$ cat src/rtl/mem_lsu.sv
// mem_lsu: MEM-stage load/store unit for the 5-stage MIPS pipeline.
// Drives an SRAM-like req/addr_ok/data_ok bus, steers store byte lanes,
// extends load data, and stalls the pipeline until the access completes.
// Optional feature macro: LSU_ADDR_EXC_EN enables alignment exceptions
// (adel/ades/badvaddr); when undefined they tie to 0 and misaligned
// half/word accesses issue with the low address bits ignored for steering.
module mem_lsu (
  input  logic        clk,
  input  logic        rst,
  input  logic [3:0]  mem_memop_i,
  input  logic [31:0] mem_aluout_i,
  input  logic [31:0] mem_rdata2_i,
  input  logic [31:0] mem_excepttype_i,
  input  logic        mem_flush_i,
  input  logic        mem_stall_i,
  output logic        data_req,
  output logic        data_wr,
  output logic [1:0]  data_size,
  output logic [31:0] data_addr,
  output logic [3:0]  data_wstrb,
  output logic [31:0] data_wdata,
  input  logic        data_addr_ok,
  input  logic        data_data_ok,
  input  logic [31:0] data_rdata,
  output logic [31:0] mem_wdata_o,
  output logic        mem_stall_o,
  output logic        mem_adel_o,
  output logic        mem_ades_o,
  output logic [31:0] mem_badvaddr_o
);

  typedef enum logic [2:0] {S_IDLE, S_REQ, S_WAIT, S_DONE, S_CANCEL} state_t;

  localparam logic [3:0] OP_LB  = 4'd1;
  localparam logic [3:0] OP_LBU = 4'd2;
  localparam logic [3:0] OP_LH  = 4'd3;
  localparam logic [3:0] OP_LHU = 4'd4;
  localparam logic [3:0] OP_LW  = 4'd5;
  localparam logic [3:0] OP_SB  = 4'd6;
  localparam logic [3:0] OP_SH  = 4'd7;
  localparam logic [3:0] OP_SW  = 4'd8;

  state_t      r_state, w_next;
  logic [31:0] r_addr, r_wdata, r_rdata;
  logic [3:0]  r_wstrb, r_op;
  logic [1:0]  r_size;
  logic        r_wr, r_flush_seen;

  logic        w_is_load, w_is_store, w_is_mem, w_aerr, w_want, w_new;
  logic [1:0]  w_size;
  logic [3:0]  w_wstrb;
  logic [31:0] w_wdata, w_ldata, w_shift;

  // Decode the incoming op: class, access size and store lane steering.
  always_comb begin
    w_is_load  = (mem_memop_i >= OP_LB) && (mem_memop_i <= OP_LW);
    w_is_store = (mem_memop_i >= OP_SB) && (mem_memop_i <= OP_SW);
    w_is_mem   = w_is_load | w_is_store;
    w_size     = 2'd2;
    w_wstrb    = 4'b0000;
    w_wdata    = 32'd0;
    case (mem_memop_i)
      OP_LB, OP_LBU: w_size = 2'd0;
      OP_LH, OP_LHU: w_size = 2'd1;
      OP_SB: begin
        w_size  = 2'd0;
        w_wstrb = 4'b0001 << mem_aluout_i[1:0];
        w_wdata = {4{mem_rdata2_i[7:0]}};
      end
      OP_SH: begin
        w_size  = 2'd1;
        w_wstrb = mem_aluout_i[1] ? 4'b1100 : 4'b0011;
        w_wdata = {2{mem_rdata2_i[15:0]}};
      end
      OP_SW: begin
        w_wstrb = 4'b1111;
        w_wdata = mem_rdata2_i;
      end
      default: ;
    endcase
  end

`ifdef LSU_ADDR_EXC_EN
  logic w_mis;
  // Alignment check; an upstream exception takes priority over this one.
  always_comb begin
    w_mis  = ((w_size == 2'd1) & mem_aluout_i[0]) |
             ((w_size == 2'd2) & (|mem_aluout_i[1:0]));
    w_aerr = w_is_mem & w_mis & (mem_excepttype_i == 32'd0);
  end
`else
  assign w_aerr = 1'b0;
`endif

  // An access the pipeline wants issued (may still be blocked by CANCEL).
  assign w_want = w_is_mem & (mem_excepttype_i == 32'd0) & ~mem_flush_i;
  assign w_new  = (r_state == S_IDLE) & w_want & ~w_aerr;

  // Load extraction from the captured word; half ignores addr[0], word ignores both.
  always_comb begin
    w_shift = r_rdata >> {r_addr[1:0], 3'b000};
    w_ldata = r_rdata;
    case (r_op)
      OP_LB:  w_ldata = {{24{w_shift[7]}}, w_shift[7:0]};
      OP_LBU: w_ldata = {24'd0, w_shift[7:0]};
      OP_LH:  w_ldata = r_addr[1] ? {{16{r_rdata[31]}}, r_rdata[31:16]}
                                  : {{16{r_rdata[15]}}, r_rdata[15:0]};
      OP_LHU: w_ldata = r_addr[1] ? {16'd0, r_rdata[31:16]} : {16'd0, r_rdata[15:0]};
      default: ;
    endcase
  end

  // State register.
  always_ff @(posedge clk or negedge rst) begin
    if (!rst) r_state <= S_IDLE;
    else      r_state <= w_next;
  end

  // Next-state logic; a flush seen during REQ diverts the accepted request to CANCEL.
  always_comb begin
    w_next = r_state;
    case (r_state)
      S_IDLE:   if (w_new) w_next = data_addr_ok ? S_WAIT : S_REQ;
      S_REQ:    if (data_addr_ok) w_next = (r_flush_seen | mem_flush_i) ? S_CANCEL : S_WAIT;
      S_WAIT:   if (mem_flush_i) w_next = data_data_ok ? S_IDLE : S_CANCEL;
                else if (data_data_ok) w_next = S_DONE;
      S_DONE:   if (!mem_stall_i || mem_flush_i) w_next = S_IDLE;
      S_CANCEL: if (data_data_ok) w_next = S_IDLE;
      default:  w_next = S_IDLE;
    endcase
  end

  // Request latches, flush bookkeeping and read-data capture.
  always_ff @(posedge clk or negedge rst) begin
    if (!rst) begin
      r_addr       <= 32'd0;
      r_wdata      <= 32'd0;
      r_rdata      <= 32'd0;
      r_wstrb      <= 4'd0;
      r_op         <= 4'd0;
      r_size       <= 2'd0;
      r_wr         <= 1'b0;
      r_flush_seen <= 1'b0;
    end else begin
      if (w_new) begin
        r_addr       <= mem_aluout_i;
        r_wdata      <= w_wdata;
        r_wstrb      <= w_wstrb;
        r_op         <= mem_memop_i;
        r_size       <= w_size;
        r_wr         <= w_is_store;
        r_flush_seen <= 1'b0;
      end else if (r_state == S_REQ && mem_flush_i) begin
        r_flush_seen <= 1'b1;
      end
      if (r_state == S_WAIT && data_data_ok && !mem_flush_i)
        r_rdata <= data_rdata;
    end
  end

  // Outputs: bus fields, stall, stage result and address-error reporting.
  always_comb begin
    data_req       = 1'b0;
    data_wr        = 1'b0;
    data_size      = 2'd0;
    data_addr      = 32'd0;
    data_wstrb     = 4'd0;
    data_wdata     = 32'd0;
    mem_stall_o    = 1'b0;
    mem_wdata_o    = mem_aluout_i;
    mem_adel_o     = 1'b0;
    mem_ades_o     = 1'b0;
    mem_badvaddr_o = 32'd0;
    case (r_state)
      S_IDLE: begin
        if (w_new) begin
          data_req    = 1'b1;
          data_wr     = w_is_store;
          data_size   = w_size;
          data_addr   = mem_aluout_i;
          data_wstrb  = w_wstrb;
          data_wdata  = w_wdata;
          mem_stall_o = 1'b1;
        end
        mem_adel_o     = w_aerr & w_is_load;
        mem_ades_o     = w_aerr & w_is_store;
        mem_badvaddr_o = w_aerr ? mem_aluout_i : 32'd0;
      end
      S_REQ: begin
        data_req    = 1'b1;
        data_wr     = r_wr;
        data_size   = r_size;
        data_addr   = r_addr;
        data_wstrb  = r_wstrb;
        data_wdata  = r_wdata;
        mem_stall_o = 1'b1;
      end
      S_WAIT:   mem_stall_o = 1'b1;
      S_CANCEL: mem_stall_o = w_want;
      S_DONE:   if (!r_wr) mem_wdata_o = w_ldata;
      default: ;
    endcase
    // Reset forces every output low immediately, even for pass-through paths.
    if (!rst) begin
      data_req       = 1'b0;
      data_wr        = 1'b0;
      data_size      = 2'd0;
      data_addr      = 32'd0;
      data_wstrb     = 4'd0;
      data_wdata     = 32'd0;
      mem_stall_o    = 1'b0;
      mem_wdata_o    = 32'd0;
      mem_adel_o     = 1'b0;
      mem_ades_o     = 1'b0;
      mem_badvaddr_o = 32'd0;
    end
  end

endmodule

$ cat config.mk
export PLATFORM = sky130hd
export DESIGN_NAME = mem_lsu
export DESIGN_NICKNAME = d
export VERILOG_FILES = /design/src/rtl/mem_lsu.sv
export SDC_FILE = /design/constraint.sdc
export NUM_CORES = 1
export LEC_CHECK = 0
export ABC_AREA = 1
export CORE_MARGIN = 1
export CORE_UTILIZATION = 40
export CTS_BUF_LIST = sky130_fd_sc_hd__clkbuf_4 sky130_fd_sc_hd__clkbuf_8 sky130_fd_sc_hd__clkbuf_16
export DETAILED_ROUTE_END_ITERATION = 8
export PLACE_DENSITY = 0.74
export SLEW_MARGIN = 20
export SYNTH_ARGS = -nofsm -noshare
export SYNTH_HDL_FRONTEND = slang
export SYNTH_SLANG_ARGS = --single-unit
$ cat constraint.sdc
create_clock -name clk -period 2.28 [get_ports clk]
set_input_delay 0.228 -clock clk [delete_from_list [all_inputs] [get_ports clk]]
set_output_delay 0.228 -clock clk [all_outputs]
set_load 0.02 [all_outputs]
[After elaboration in Yosys (flattened, before gate mapping)]
Index checks and enable logic that the tools add are counted.
Cells by class
  magnitude comparators: 4
  equality and inequality tests: 20
  shifts and indexed selects: 2
  muxes and demuxes: 42
  bitwise logic cells: 6
  reductions and logical operators: 15
Operators with widths (number)
  2-to-1 mux 32 bit: 8
  one-hot mux 32 bit (2 select lines): 2
  one-hot mux 32 bit (4 select lines): 1
  one-hot mux 32 bit (3 select lines): 1
  zero test 32 bit: 1
  right shift 32 x 5 -> 8 bit: 1
  2-to-1 mux 3 bit: 8
  == test 4 x 2 -> 1 bit, second input constant: 4
  == test 4 x 3 -> 1 bit, second input constant: 4
  2-to-1 mux 16 bit: 1
  one-hot mux 3 bit (5 select lines): 1
  2-to-1 mux 4 bit: 3
  one-hot mux 4 bit (3 select lines): 1
  == test 4 x 1 -> 1 bit, second input constant: 2
  inequality test 2 bit, second input constant: 4
  one-hot mux 2 bit (2 select lines): 2
  one-hot mux 4 bit (2 select lines): 1
  2-to-1 mux 1 bit: 7
  == test 3 x 2 -> 1 bit, second input constant: 2
  2-to-1 mux 2 bit: 3
  OR reduction 3 bit: 2
  logical AND 1 bit: 5
  AND reduction 5 bit: 1
  == test 4 bit, second input constant: 1
  18 further kinds: 23
Word-level totals
  flip-flop bits (word level): 111
  input bits: 138
  output and inout bits: 139
  logic and storage cells: 98

[Logic depth before layout (Yosys ltp)]
  depth after elaboration: 9
  mapped depth: 11
  gate-level depth less buffers: 11

[Least setup slack after synthesis]
Ideal clock, no wire load.
  path kind: register -> output
  start: reg r_state[0]
  end: out data_size[0]
  arrival: 1.861 ns
  data required time: 2.052 ns
  path slack: 0.191 ns
  stages on the path, launching flop included: 9
  buffers on the path: 1
  path through: dfrtp_1 > nor2_1 > inv_1 > nor2_1 > inv_1 > nor3_4 > buf_6 > nand2_1 > a21oi_1
Between the ends
  longest elaborated chain between the ends: 5
  elaborated cells on any way between the ends: 6
  those cells by class: 1 x eq/ne; 3 x mux; 1 x bitwise; 1 x reduce/logical
RTL lines
  start: declaration: RTL line 43  | state_t r_state, w_next;
  start signal: assignment: RTL line 116  | else r_state <= w_next;
  zero test 3 bit: RTL line 97, 174
  bitwise AND 1 bit: RTL line 97  | assign w_new = (r_state == S_IDLE) & w_want & ~w_aerr;
  2-to-1 mux 2 bit: RTL line 176  | if (w_new) begin
  one-hot mux 2 bit (2 select lines) (*): RTL line 174  | case (r_state)
  2-to-1 mux 2 bit (*): RTL line 204  | if (!rst) begin
  end: declaration: RTL line 18  | output logic [1:0] data_size,
Every way passes the cells marked *; elsewhere a longest branch is shown, timed or not.

[Worst setup path in the final report]
  start: reg r_state[1]
  end: out data_addr[30]
Between the ends
  longest elaborated chain between the ends: 5
  elaborated cells on any way between the ends: 6
  those cells by class: 1 x eq/ne; 3 x mux; 1 x bitwise; 1 x reduce/logical
RTL lines
  zero test 3 bit: RTL line 97, 174
  bitwise AND 1 bit: RTL line 97
  2-to-1 mux 32 bit: RTL line 176
  one-hot mux 32 bit (2 select lines) (*): RTL line 174
  2-to-1 mux 32 bit (*): RTL line 204
  end: declaration: RTL line 19  | output logic [31:0] data_addr,
Marked as above.

==> summary.txt <==
STA
  • RSZ-0062 raised after global routing: true
  • Worst-margin pin slew: 0.8224 ns
  • Fin worst setup slack: -0.03790 ns
  • Final setup fails: 19
  • Fin crit share: 101.7%
  • Clock period minus final worst setup slack: ~2.3 ns
  • Fin. max-slew vios: 0
  • Clock Skews: 0.009799 ns
  • Final Hold Vio Count: 0
  • FMAX: around 0.43 GHz
  • Worst slew margin: between 40% and 50%

Synthesis
  • Synth Warn #: 0
  • Post-synth top area share: 38.99%
  • Yosys cell types: 30
  • Post-synth top flop: dfrtp_1
  • Ys async rst share: 100.0%
  • Sequential area share after synthesis: a little under 40%
  • Post-synth EDFFs: 0
  • Top post-synthesis cells by area: dfrtp_1 (39%), nand2_1 (19%), a21oi_1 (8.1%)
  • Yosys top cell by area: dfrtp_1
  • Gate Count Post-Synth: around 1,000
  • FF+latch count, synth: ~110
  • Avg Cell Area, Syn: between 6 and 7 µm²
  • Synthesized area: 0.007124 mm²

Clocking
  • Clock tree buffer depth: 2
  • Worst skew pair latency: about 0.36 ns
  • CTS buffer count: 9
  • Root Driver: clkbuf_16
  • Clock Sinks: about 110
  • H-tree depth: 3
  • CTS tree: yes
  • CTS clk-pin slew, worst paths: approximately 0.080 ns

Run
  • Max Cap Viol: 0

Cells and area
  • Most common cell after layout, fill and taps aside: nand2_1
  • Layout area overhead: 61.47%
  • Fin nets: roughly 1,500
  • Fillers: 1,461
  • Layout cells sized above 1: between 30% and 40%
  • Fin util: 66.28%
  • Antenna fix cells: 0
  • Most frequent cells in the layout: nand2_1 (328), buf_4 (163), dfrtp_1 (109)

Floorplan
  • I/O pin cnt: 277
  • Initial core utilization: around 41%
  • Cell Rows: 48
  • Core Region: about 0.017 mm²
  • Die height: roughly 140 µm
  • Die Width: ~140 µm
  • Die area: between 0.015 and 0.02 mm²

Critical path
  • Startpoint Class: flop
  • Critical path's slowest cell: dfrtp_1
  • Crit path cell chain: nor2_2 -> inv_2 -> nor2_4 -> inv_2 -> nor3_4 -> buf_6 -> clkbuf_16 -> nand2_4 -> a21oi_2 -> buf_6
  • Bufs and invs on worst path: 5
  • Worst setup EP type: output port
  • Family with the most delay on the worst path: buffers and inverters
  • CP required: around 2.1 ns
  • Worst Path Arrival: roughly 2.1 ns
  • Critical path class: flop to output port
  • R2r startpoint: r_state[1]
  • Critical Path Max Stage Delay: around 0.42 ns
  • Crit path max fanout: 7
  • Crit. Startpoint: r_state[1]

Drt
  • Post-route DRC: 0
  • Drt total wl: approximately 28,000 µm
  • Wire length per cell: about 17 µm
  • Via density: approximately 5.3
  • Iter 0 DRT Violations: 643
  • DR vias: 8,597
  • First drt pass iteration count: 7
  • Post-route ant nets: 0

GRT
  • Largest net degree at the start of global routing: 70
  • First-pass GRT wire length: around 41,000 µm
  • Initial antenna violation count: 0
  • GRT Residual Overflow: 0
  • Vias in the first global route: about 8,000
  • GRT Total Usage: approximately 29%

Place
  • Pre-CTS WS: -0.5915 ns
  • RePlAce Congestion: 0.9428
  • Dpl hpwl: about 19,000 µm
  • Port buffer count: 242

Power and ir drop
  • Leakage power: 5.879 nW
  • Worst VDD drop: about 440 µV
  • Pwr dens: roughly 600 mW/mm²
  • Overall Power: roughly 0.0069 W

Outcome
  • Failing checks: negative setup slack
  • Status: finished with violations

Min path
  • HP Class: input port to asynchronous set/reset pin
==> cell families after synthesis <==
group                  Yosys count  synth area share, %
AND/OR/NAND/NOR                543                31.79
AO/OA/AOI/OAI                  217                15.47
buffers and inverters          149                10.06
flip-flops                     111                38.99
multiplexers                    23                3.635
other                            1              0.05264
==> layer usage <==
layer / vias up / share of wire (%) / global-route usage, %
met3: 58 / 8.6 / 5.724
met4: 0 / 2.9 / 10.86
met5: - / 0 / 0
met2: 438 / 49 / 48.38
li1: 4079 / - / -
met1: 4022 / 39 / 36.40
==> synth_stat cells (3+ instances only) <==
cell	n
inv_1	51
buf_1	4
clkbuf_1	48
mux2_2	23
nand4_1	43
buf_6	3
o21ai_0	95
dfrtp_1	111
nor2_1	65
buf_2	6
buf_4	34
nand3_1	64
a21oi_1	115
nand2_1	363
==> cell type report <==
type | count | area [µm²] | area share, %
inverter | 54 | 211.5 | 1.838
timing repair buffer | 396 | 3712 | 32.27
tap | 225 | 281.5 | 2.447
timing repair inverter | 1 | 5.005 | 0.04351
clock inverter | 7 | 78.83 | 0.6852
clock buffer | 9 | 225.2 | 1.958
multi-input combinational | 817 | 4209 | 36.59
sequential | 111 | 2780 | 24.17
==> flip-flops by register name, indices dropped and copies added, names as in the netlist <==
register      count
r_wr              1
r_rdata          32
r_wdata          32
r_addr           32
r_size            2
r_flush_seen      1
r_wstrb           4
r_state           3
r_op              4
==> final timing paths <==
path,endpoint,slack (ns),cells past startpoint
max,data_addr[30],-0.04,10
min,r_addr[9],0.28,2
max reg2reg,r_addr[17],0.40,8
min reg2reg,r_wdata[13],0.48,2
max in group asynchronous,r_wdata[7],1.07,4
min in group clk,r_state[2],0.40,4
==> per-stage QoR <==
step	std cells	instance area (µm²)	hold WS, ns	TNS (ns)
detailed placement	1579	10620	0.08617	-50.99
finish	1620	11500	0.2828	-0.3407
global placement	1579	10620	0.08434	-42.42
global route	1620	11500	0.3092	-3.511
CTS	1604	10710	0.2765	-0.03105
floorplan	1077	7248	-0.06759	0
==> what timing repair did <==
action / in CTS / in global routing
hold buffers: 1 / 0
resized for setup: 479 / 231
cloned: 3 / 3
setup buffers: 5 / 15
setup endpoints to repair: 105 / 104
pin swaps: 6 / 62
endpoints found under the hold margin: 43 / 0
==> where the power goes <==
part           internal (W)  switching, W
Sequential          0.00227      0.000269
Clock              0.000867      0.000778
Combinational       0.00126       0.00149
Total               0.00440       0.00254
Power figures use the tool's default switching activity.
